<file path="config.mk">
export PLATFORM = sky130hd
export DESIGN_NAME = tri_serializer
export DESIGN_NICKNAME = d
export VERILOG_FILES = /design/src/rtl/tri_serializer.sv
export SDC_FILE = /design/constraint.sdc
export NUM_CORES = 1
export LEC_CHECK = 0
export ABC_AREA = 1
export CAP_MARGIN = 20
export CORE_MARGIN = 8
export CORE_UTILIZATION = 30
export DETAILED_ROUTE_END_ITERATION = 8
export PLACE_DENSITY = 0.5
export REMOVE_ABC_BUFFERS = 1
export SYNTH_ARGS = -nofsm -noshare
export SYNTH_HDL_FRONTEND = slang
export SYNTH_SLANG_ARGS = --single-unit
</file>
<file path="constraint.sdc">
create_clock -name CLK -period 27.9 [get_ports CLK]
set_clock_uncertainty 0.2 [all_clocks]
set_input_delay 4.185 -clock CLK [delete_from_list [all_inputs] [get_ports CLK]]
set_output_delay 4.185 -clock CLK [all_outputs]
set_load 0.01 [all_outputs]
</file>
<file path="src/rtl/tri_serializer.sv">
// tri_serializer: buffers 144-bit triangles in a FIFO and shifts each out MSB-first
// on nine serial lines under a 16-cycle START window, then waits for DONE.
module tri_serializer #(
   parameter int DEPTH   = 4,
   parameter int TIMEOUT = 2000000
) (
   input  logic         CLK,
   input  logic         RST,
   input  logic [143:0] TRI_DATA,
   input  logic         TRI_VALID,
   output logic         TRI_READY,
   input  logic         DONE,
   output logic         START,
   output logic         V0X,
   output logic         V0Y,
   output logic         C0,
   output logic         V1X,
   output logic         V1Y,
   output logic         C1,
   output logic         V2X,
   output logic         V2Y,
   output logic         C2,
   output logic         BUSY,
   output logic [15:0]  TRI_COUNT,
   output logic         ERR
);
   localparam int AW = $clog2(DEPTH);
   localparam int WW = $clog2(TIMEOUT + 1);
   localparam logic [WW-1:0] TO_LAST = WW'(TIMEOUT - 1);

   typedef enum logic [1:0] {IDLE, SHIFT, WAIT_DONE} state_t;

   state_t            r_state, w_nxt;
   logic [143:0]      r_mem [DEPTH];
   logic [AW:0]       r_wr, r_rd, w_wr_nxt, w_rd_nxt;
   logic [8:0][15:0]  r_sh;
   logic [3:0]        r_bit;
   logic [WW-1:0]     r_wait;
   logic [15:0]       r_cnt;
   logic              r_ready, r_busy, r_start, r_err;
   logic              w_push, w_pop, w_empty, w_full_nxt, w_done_ok, w_timeout;

   assign w_empty    = r_wr == r_rd;
   assign w_push     = TRI_VALID && r_ready;
   assign w_wr_nxt   = r_wr + (AW+1)'(w_push);
   assign w_rd_nxt   = r_rd + (AW+1)'(w_pop);
   assign w_full_nxt = (w_wr_nxt[AW] != w_rd_nxt[AW]) && (w_wr_nxt[AW-1:0] == w_rd_nxt[AW-1:0]);

   always_comb begin
      w_nxt     = r_state;
      w_pop     = 1'b0;
      w_done_ok = 1'b0;
      w_timeout = 1'b0;
      case (r_state)
         IDLE: begin
            w_pop = !w_empty;
            w_nxt = w_empty ? IDLE : SHIFT;
         end
         SHIFT: w_nxt = (r_bit == 4'hF) ? WAIT_DONE : SHIFT;
         WAIT_DONE: begin
            w_done_ok = DONE;
            w_timeout = !DONE && (r_wait == TO_LAST);
            w_nxt     = (w_done_ok || w_timeout) ? IDLE : WAIT_DONE;
         end
         default: w_nxt = IDLE;
      endcase
   end

   always_ff @(posedge CLK) begin
      if (w_push) r_mem[r_wr[AW-1:0]] <= TRI_DATA;
   end

   // Shift registers drain to zero, so the serial lines are quiet outside SHIFT.
   always_ff @(posedge CLK) begin
      if (RST) begin
         r_state <= IDLE;
         r_wr    <= '0;
         r_rd    <= '0;
         r_ready <= 1'b1;
         r_busy  <= 1'b0;
         r_start <= 1'b0;
         r_sh    <= '0;
         r_bit   <= '0;
         r_wait  <= '0;
         r_cnt   <= '0;
         r_err   <= 1'b0;
      end else begin
         r_state <= w_nxt;
         r_wr    <= w_wr_nxt;
         r_rd    <= w_rd_nxt;
         r_ready <= !w_full_nxt;
         r_busy  <= (w_nxt != IDLE) || (w_wr_nxt != w_rd_nxt);
         r_start <= w_nxt == SHIFT;
         r_bit   <= (r_state == SHIFT) ? r_bit + 4'd1 : 4'd0;
         r_wait  <= (r_state == WAIT_DONE) ? r_wait + WW'(1) : '0;
         if (w_pop) r_sh <= r_mem[r_rd[AW-1:0]];
         else for (int i = 0; i < 9; i++) r_sh[i] <= {r_sh[i][14:0], 1'b0};
         if (w_done_ok) r_cnt <= r_cnt + 16'd1;
         if (w_timeout) r_err <= 1'b1;
      end
   end

   assign TRI_READY = r_ready;
   assign BUSY      = r_busy;
   assign START     = r_start;
   assign TRI_COUNT = r_cnt;
   assign ERR       = r_err;
   assign V0X       = r_sh[8][15];
   assign V0Y       = r_sh[7][15];
   assign C0        = r_sh[6][15];
   assign V1X       = r_sh[5][15];
   assign V1Y       = r_sh[4][15];
   assign C1        = r_sh[3][15];
   assign V2X       = r_sh[2][15];
   assign V2Y       = r_sh[1][15];
   assign C2        = r_sh[0][15];
endmodule

</file>
==> Word-level counts from Yosys, hierarchy flattened <==
Memory sizes are Yosys's and may differ from the RTL's. A register that Yosys moved wholly into a read port is not among the register bits.
Cells that the tools add are included.
{ "totals": {"memories": 1, "in_bits": 148, "ff_bits": 197, "ram_bits": 576} }
{ "mem_list": {"columns": ["name", "words", "width", "read_ports", "rd_ports_with_merged_regs", "write_ports", "line_no", "source"], "rows": [
  ["r_mem", 4, 144, 1, 1, 1, "34", "logic [143:0] r_mem [DEPTH];"]
]} }
{ "classes": {"addsub": 5, "n_eq_ne": 9, "n_reduce_logical": 13, "bitwise_logic": 3, "n_mux": 11} }
{ "op_table": {"columns": ["op", "count"], "rows": [
  ["144-bit two-way mux", 1],
  ["21-bit by 1-bit adder with 21-bit output, second input constant", 1],
  ["21-bit == test, second input constant", 1],
  ["16-bit by 1-bit adder with 16-bit output, second input constant", 1],
  ["3-bit by 1-bit adder with 3-bit output", 2],
  ["1-bit two-way mux", 6],
  ["2-bit two-way mux", 3],
  ["2-bit one-hot mux with 3 select lines", 1],
  ["2-bit OR reduction", 3],
  ["4-bit by 1-bit adder with 4-bit output, second input constant", 1],
  ["2-bit by 1-bit == test with 1-bit output, second input constant", 2],
  ["4-bit == test, second input constant", 1],
  ["3-bit == test", 1],
  ["1-bit logical AND", 3],
  ["1-bit zero test", 3],
  ["3-bit inequality test", 1],
  ["1-bit NOT", 3],
  ["2-bit == test", 1],
  ["2-bit == test, second input constant", 1],
  ["2-bit zero test", 1],
  ["1-bit logical OR", 2],
  ["2-bit nonzero test", 1],
  ["1-bit inequality test", 1]
]} }

==> Depth between registers and ports, before layout <==
Gate-level depths: netlist (run 1).
{ "depth": {"depth_word": 7, "depth_mapped": 14, "mapped_depth_nobuf": 12} }

==> Worst setup path after synthesis (run 1) <==
Ideal clock, no wire load.
{ "synth_path": {"path_kind": "input port to flip-flop", "from": "in TRI_VALID", "to": "mem r_mem[1][0], enable pin", "setup_slack_ns": 12.873, "cell_stages": 2, "n_path_buf": 0, "arrival_time_ns": 14.002, "setup_time_ns": 0.825, "required_time_ns": 26.875, "path_cell_list": "nand2_1 nor3_1"} }
{ "synth_via": {"elab_chain_cells": 3} }
{ "synth_lines": {"columns": ["item", "line_no", "source"], "rows": [
  ["start, declared", "10", "input logic TRI_VALID,"],
  ["1-bit logical AND", "44", "assign w_push = TRI_VALID && r_ready;"],
  ["1-bit two-way mux", "70", "if (w_push) r_mem[r_wr[AW-1:0]] <= TRI_DATA;"],
  ["1-bit two-way mux (not written as such)", "70", null],
  ["end, declared", "34", null]
]} }
Every way passes these cells.

==> summary.md, run 1 <==
| Metric | Value |
|---|---|
| Num CTS Buffers | `86` |
| Setup bufs post-CTS | `0` |
| Min-delay src | `r_sh[43]` |
| Via count | `18031` |
| Crit Path Max Fanout | `79` |
| Worst r2r src | `r_rd[0]` |
| Worst Max-Slew Pin Slew | `1070 ps` |
| Fmax | `0.148 GHz` |
| LEAKAGE | `11.6 nW` |
| Compound-Gate Fraction of Synth Area | `11.3%` |
| RSZ-0062 raised after global routing | `no` |
| First-pass GRT wire length | `110000 um` |
| Synth Area in Simple Gates | `10.3%` |
| Die footprint | `105000 um^2` |
| CP Class | `in2reg` |
| Number of global-route vias before repair | `18627` |
| Cell count after synthesis | `2348` |
| Hold Path Sink | `r_sh[44]` |
| DP HPWL | `37800 um` |
| Row Count | `113` |
| Die Width | `324 um` |
| Fin. Hold Viols | `0` |
| FF+latch count, synth | `773` |
| Share of cells above drive strength 1 | `7.20%` |
| Area leader, netlist | `edfxtp_1` |
| Hold Path Class | `reg2reg` |
| DR WL/cell | `18.7 um` |
| Fin area | `34400 um^2` |
| Largest net degree at the start of global routing | `107` |
| Clock latency on the worst-skew pair | `640 ps` |
| Placed cell count | `3675` |
| Setup violations, final | `0` |
| Gpl congestion | `0.745` |
| Max VDD drop | `0.0547 mV` |
| Worst rel slew slack | `28.9%` |
| Clock tree root driver cell | `clkbuf_16` |
| CP endpoint kind | `register` |
| Buffer depth of the longest clock path | `3` |
| Pwr dens | `98.9 nW/um^2` |
| CP Launch Type | `input pin` |
| Seq/Total Area, Yosys | `74.5%` |
| Number of flops mapped to enable cells by yosys | `576` |
| Adder-cell share of the synthesized area | `0.307%` |
| Hold Path Depth | `2` |
| Antenna violations before repair | `14` |
| R2r endpoint | `r_sh[89]` |
| GRT overflow | `0` |
| Most frequent cells in the layout | `nor2_1, edfxtp_1, o21ai_0` |
| Drt via density | `4.69` |
| H-tree Lvls | `3` |
| Placed cell areas | `31400 um^2` |
| 1st-iter DRT viols | `1107` |
| Post-synthesis xor/xnor area fraction | `0.430%` |
| DR pass1 iterations | `5` |
| DRC viols | `0` |
| Sink Count | `773` |
| Area share of the leading cell type in the synthesized netlist | `60.7%` |
| CTS tree | `yes` |
| Final nets | `2653` |
| DIE HEIGHT | `324 um` |
| Most common cell after layout, fill and taps aside | `nor2_1` |
| Port-buffer cells | `176` |
| Synth Area per Inst | `12.1 um^2` |
| Max-Cap Viols | `0` |
| Routed WL | `72100 um` |
| Final max-slew violation count | `0` |
| Initial Util | `30.1%` |
| Area Overhead vs Synth | `20.6%` |
| Worst path required time | `28240 ps` |
| Period utilization | `24.3%` |
| Reg2Reg Depth | `7` |
| Status | `complete, no violations` |
| Top_reg_cell synth | `edfxtp_1` |
| Worst R2R Setup Slack | `24000 ps` |
| CTS clk-pin slew, worst paths | `60 ps` |
| Final setup TNS | `0 ps` |
| Minimum clock period | `6770 ps` |
| Routed Antenna Nets | `0` |
| Post-CTS sizing | `0` |
| Synth Cell Area | `28500 um^2` |
| Core box area | `94600 um^2` |
| GRT Total Usage | `13.5%` |
| Crit path DAT | `7120 ps` |
| Largest family of logic cells by synthesized area | `compound AO/OA/AOI/OAI gates` |
| FFs w/ async S/R, synth | `0%` |
| Final instance count without filler cells | `3848` |
| Area contributors post-synth | `edfxtp_1, dfxtp_1, nor2_1` |
| Cell variety after synth | `32` |
| Ys Warns | `0` |
| Multiplexer area fraction after synthesis | `0%` |
| # IOs | `177` |
| Hold_buf cts | `0` |
cell families after synthesis:
kind of cell | after synthesis
xor gates and xnor gates | 14
DFF | 773
AOI/OAI and AO/OA | 609
buffers and inverters | 197
adders and majority gates | 7
and+or+nand+nor | 748
sequential cells by signal, indices dropped and copies added, names as in the netlist, 2 cells and up:
name / flops
r_wr: 3
TRI_COUNT: 16
r_sh: 135
r_mem: 576
r_state: 2
r_rd: 3
r_bit: 4
r_wait: 21
per-stage QoR:
step                utilization, %  total power [mW]  hold slack, ps  setup WS, ps
floorplan                        -              1.99             218         12870
global placement              33.2              2.28             229         20570
detailed placement            33.2              2.29             236         20510
CTS                           36.3              3.46             230         21180
global route                  36.3              3.61             247         20960
finish                        36.3              3.40             229         21130
worst max-delay path, cell delays in order:
cell and delay [ps]:
clkdlybuf4s50_1 740, inv_4 140, buf_4 750, buf_4 840, o21ai_0 240, nor2_1 130
report_power, final:
group          total [mW]  internal, mW  switching, mW
combinational       0.784         0.236          0.548
sequential           1.46          1.40         0.0675
clock                1.15         0.695          0.457
total                3.40          2.33           1.07
cell usage after synthesis, types with 8 or more instances:
| cell type | n |
|---|---|
| nor2_1 | 629 |
| edfxtp_1 | 576 |
| o21ai_0 | 361 |
| dfxtp_1 | 197 |
| o22ai_1 | 135 |
| clkbuf_1 | 83 |
| o21ai_1 | 75 |
| nand2_1 | 63 |
| inv_1 | 52 |
| buf_2 | 41 |
| a21oi_1 | 34 |
| nand3_1 | 22 |
| nor3_1 | 12 |
| nand4_1 | 8 |
| xor2_1 | 8 |
how the worst max path moves through the flow:
stage / start / to / slack (ps) / depth (start not counted)
3_5_place_dp: RST / r_sh[43] / 20510 / 6
4_1_cts: RST / r_sh[43] / 21180 / 6
6_report: RST / r_sh[43] / 21130 / 6
2_1_floorplan: TRI_VALID / r_mem[1][0] / 12870 / 2
3_3_place_gp: RST / r_sh[93] / 20570 / 6
5_1_grt: RST / r_sh[88] / 20960 / 6
area by class of cell:
type                            instances  area [um^2]
Inverter                               55          224
Antenna cell                           14         35.0
Multi-Input combinational cell       1378         6390
Clock buffer                          117         2460
Sequential cell                       773        21200
Clock inverter                         42          457
Tap cell                             1265         1580
Fill cell                            9051        60200
Timing Repair Buffer                  204         1970
routing by layer:
| layer | global-route usage (%) | up-vias | share of wire, % |
|---|---|---|---|
| met5 | 0 | - | 0.018 |
| met4 | 4.22 | 2 | 1.9 |
| met3 | 2.85 | 101 | 5.0 |
| met2 | 23.8 | 313 | 50 |
| met1 | 16.4 | 8942 | 43 |
| li1 | - | 8673 | - |
No activity file was read; power rests on OpenSTA's default activity.
==> run 2, diff against run 1 <==
--- a/config.mk
+++ b/config.mk
@@ -10,7 +10,7 @@
 export CORE_MARGIN = 8
 export CORE_UTILIZATION = 30
 export DETAILED_ROUTE_END_ITERATION = 8
-export PLACE_DENSITY = 0.5
+export PLACE_DENSITY = 0.52
 export REMOVE_ABC_BUFFERS = 1
 export SYNTH_ARGS = -nofsm -noshare
 export SYNTH_HDL_FRONTEND = slang
==> constraint.sdc (replaced) <==
create_clock -name CLK -period 6.15 [get_ports CLK]
set_clock_uncertainty 0.2 [all_clocks]
set_input_delay 0.9225 -clock CLK [delete_from_list [all_inputs] [get_ports CLK]]
set_output_delay 0.9225 -clock CLK [all_outputs]
set_load 0.01 [all_outputs]
==> run 2 against run 1 <==
  * Non-clock buffer count fell by 5
  * Highest routed layer unchanged
  * Die area unchanged
  * Sequential cell count did not move
  * Register-to-register slack worse by 22000 ps
  * Clock-buffer cell count did not move
  * Wire length down 2.2%
  * Final area decreased by 0.64%
  * Sequential power grew to 4.5 times the previous value
  * Combinational power increased to 4.5 times the previous value
  * Sequential share of layout area increased by 0.40 points
  * Core utilization down 0.23 points
  * Via count down 0.29%
==> summary.md, run 2 (synthesized netlist as in run 1, its figures left out) <==
| Metric | Value |
|---|---|
| WHS | `242 ps (+12.9 ps)` |
| Final instance count without filler cells | `3828 (-0.52%)` |
| Crit path max-delay family | `flip-flops` |
| DR WL/cell | `18.4 um (-1.7%)` |
| Clock latency on the worst-skew pair | `620 ps (-20 ps)` |
| Minimum clock period | `3650 ps` |
| Number of global-route vias before repair | `18091 (-2.9%)` |
| Crit path largest cell delay | `830 ps (about the same)` |
| H-tree Lvls | `3 (unchanged)` |
| Fill cell count | `9044 (-0.077%)` |
| Via count | `17979 (-0.29%)` |
| RSZ-0062 raised after global routing | `no` |
| Reg2Reg Depth | `11 (+4)` |
| First-pass GRT wire length | `107000 um (-3.2%)` |
| Sink Count | `773 (unchanged)` |
| GRT Total Usage | `13.1% (-0.39 points)` |
| Status | `complete, no violations` |
| Sequential cell area | `21200 um^2 (unchanged)` |
| Placed cell areas | `31500 um^2 (+0.12%)` |
| Antenna violations before repair | `12 (-2)` |
| Crit Path Max Fanout | `75 (-5.1%)` |
| Min-delay src | `r_sh[62]` |
| Hold Path Depth | `2 (unchanged)` |
| Number of flip-flops in the largest register | `576 (unchanged)` |
| DRC viols | `0 (unchanged)` |
| Hold Path Sink | `C1` |
| DP HPWL | `37100 um (-1.8%)` |
| Worst r2r src | `r_rd[0]` |
| Worst Setup Slack, final | `2500 ps (-18630 ps)` |
| Setup violations, final | `0 (unchanged)` |
| Met2 Usage GRT | `23.1% (-0.75 points)` |
| Pwr dens | `438 nW/um^2 (+340%)` |
| Met1 Use GR | `15.8% (-0.60 points)` |
| CTS tree | `yes` |
| Period utilization | `59.4%` |
| Fin area | `34200 um^2 (-0.64%)` |
| Crit path DAT | `3960 ps (-3160 ps)` |
| Routed WL | `70500 um (-2.2%)` |
| DR pass1 iterations | `4 (-1)` |
| Num CTS Buffers | `82 (-4.7%)` |
| R2r endpoint | `BUSY` |
| Clock tree root driver cell | `clkbuf_16` |
| Max-Cap Viols | `0 (unchanged)` |
| Worst Max-Slew Pin Slew | `1000 ps (-66.0 ps)` |
| Setup bufs post-CTS | `0 (unchanged)` |
| Row Count | `113 (unchanged)` |
| Fmax | `0.274 GHz` |
| Routed Antenna Nets | `0 (unchanged)` |
| CP Launch Type | `register` |
| Hold Path Class | `reg2reg` |
| Drt via density | `4.70 (+0.23%)` |
| # IOs | `177 (unchanged)` |
| Most frequent cells in the layout | `nor2_1, edfxtp_1, o21ai_0` |
| Most Crowded Layer GR | `met2` |
| CP Class | `reg2reg` |
| Worst rel slew slack | `33.3% (+4.4 points)` |
| DIE HEIGHT | `324 um (unchanged)` |
| CP Cell Sequence | `xnor2_1, nand3_2, nand2_8, inv_6, ha_1, ha_1, xor2_1, nor2_1, a21oi_1, nor2_1, nand2_1` |
| Pre-CTS setup slack | `2400 ps (-18110 ps)` |
| Setup crit start | `r_rd[0]` |
| CTS clk-pin slew, worst paths | `60 ps (about the same)` |
| CP Buf/Inv Count | `1 (-3)` |
| Hold_buf cts | `0 (unchanged)` |
| Gpl congestion | `0.701 (-5.9%)` |
| GRT overflow | `0 (unchanged)` |
| Port-buffer cells | `176 (unchanged)` |
| Post-CTS sizing | `0 (unchanged)` |
| LEAKAGE | `11.4 nW (-1.1%)` |
| Worst R2R Setup Slack | `2500 ps (-21500 ps)` |
| Share of cells above drive strength 1 | `6.30% (-0.90 points)` |
| Core box area | `94600 um^2 (unchanged)` |
| Final nets | `2644 (-0.34%)` |
| Total power | `15.0 mW (+340%)` |
| Die footprint | `105000 um^2 (unchanged)` |
| Fin. Hold Viols | `0 (unchanged)` |
| Die Width | `324 um (unchanged)` |
| Max VDD drop | `0.283 mV (+420%)` |
| Worst path required time | `6450 ps (-21790 ps)` |
| Largest net degree at the start of global routing | `157 (+47%)` |
| Final core occ | `36.1% (-0.23 points)` |
| 1st-iter DRT viols | `1105 (-0.18%)` |
| Multi-input gate area | `6390 um^2 (unchanged)` |
| Area Overhead vs Synth | `19.9%` |
| Buffer depth of the longest clock path | `3 (unchanged)` |
| Final setup TNS | `0 ps (unchanged)` |
| Most common cell after layout, fill and taps aside | `nor2_1` |
| Worst path slowest cell | `dfxtp_4` |
| Placed cell count | `3670 (-0.14%)` |
| Initial Util | `30.1% (unchanged)` |
| Final max-slew violation count | `0 (unchanged)` |
| Met3 GRT Util | `3.01% (+0.16 points)` |
| CP endpoint kind | `register` |
==> run 2: layout make-up <==
class	count	share of cell area, %
clock inverter	34	0.821
inverter	55	0.656
sequential	773	62.2
antenna	7	0.0513
clock buffer	117	7.03
multi-input combinational	1378	18.7
tap	1265	4.63
timing repair buffer	199	5.88
==> run 2: metal layers <==
metal,wire [um],share of wire [%]
met5,69,0.098
met4,1460,2.1
met3,3690,5.2
met2,35200,50
met1,30100,43
==> run 2: worst max path at each step <==
stage	end	slack (ps)	cells after the start
final	BUSY	2500	11
after detailed placement	r_sh[87]	2400	7
after global placement	BUSY	2490	11
after CTS	r_sh[87]	2390	7
after global routing	r_sh[118]	2120	7
after floorplan	r_mem[1][0]	-5610	2
==> run 2: tightest hold or removal path, delay by kind of cell (launching register included) <==
kind             cells  cell delay (ps)
flip-flops           1              300
AND/OR/NAND/NOR      2              120
==> run 2: power breakdown <==
| group | switching (mW) | internal, mW |
|---|---|---|
| clock | 1.95 | 2.89 |
| sequential | 0.272 | 6.33 |
| combinational | 2.46 | 1.07 |
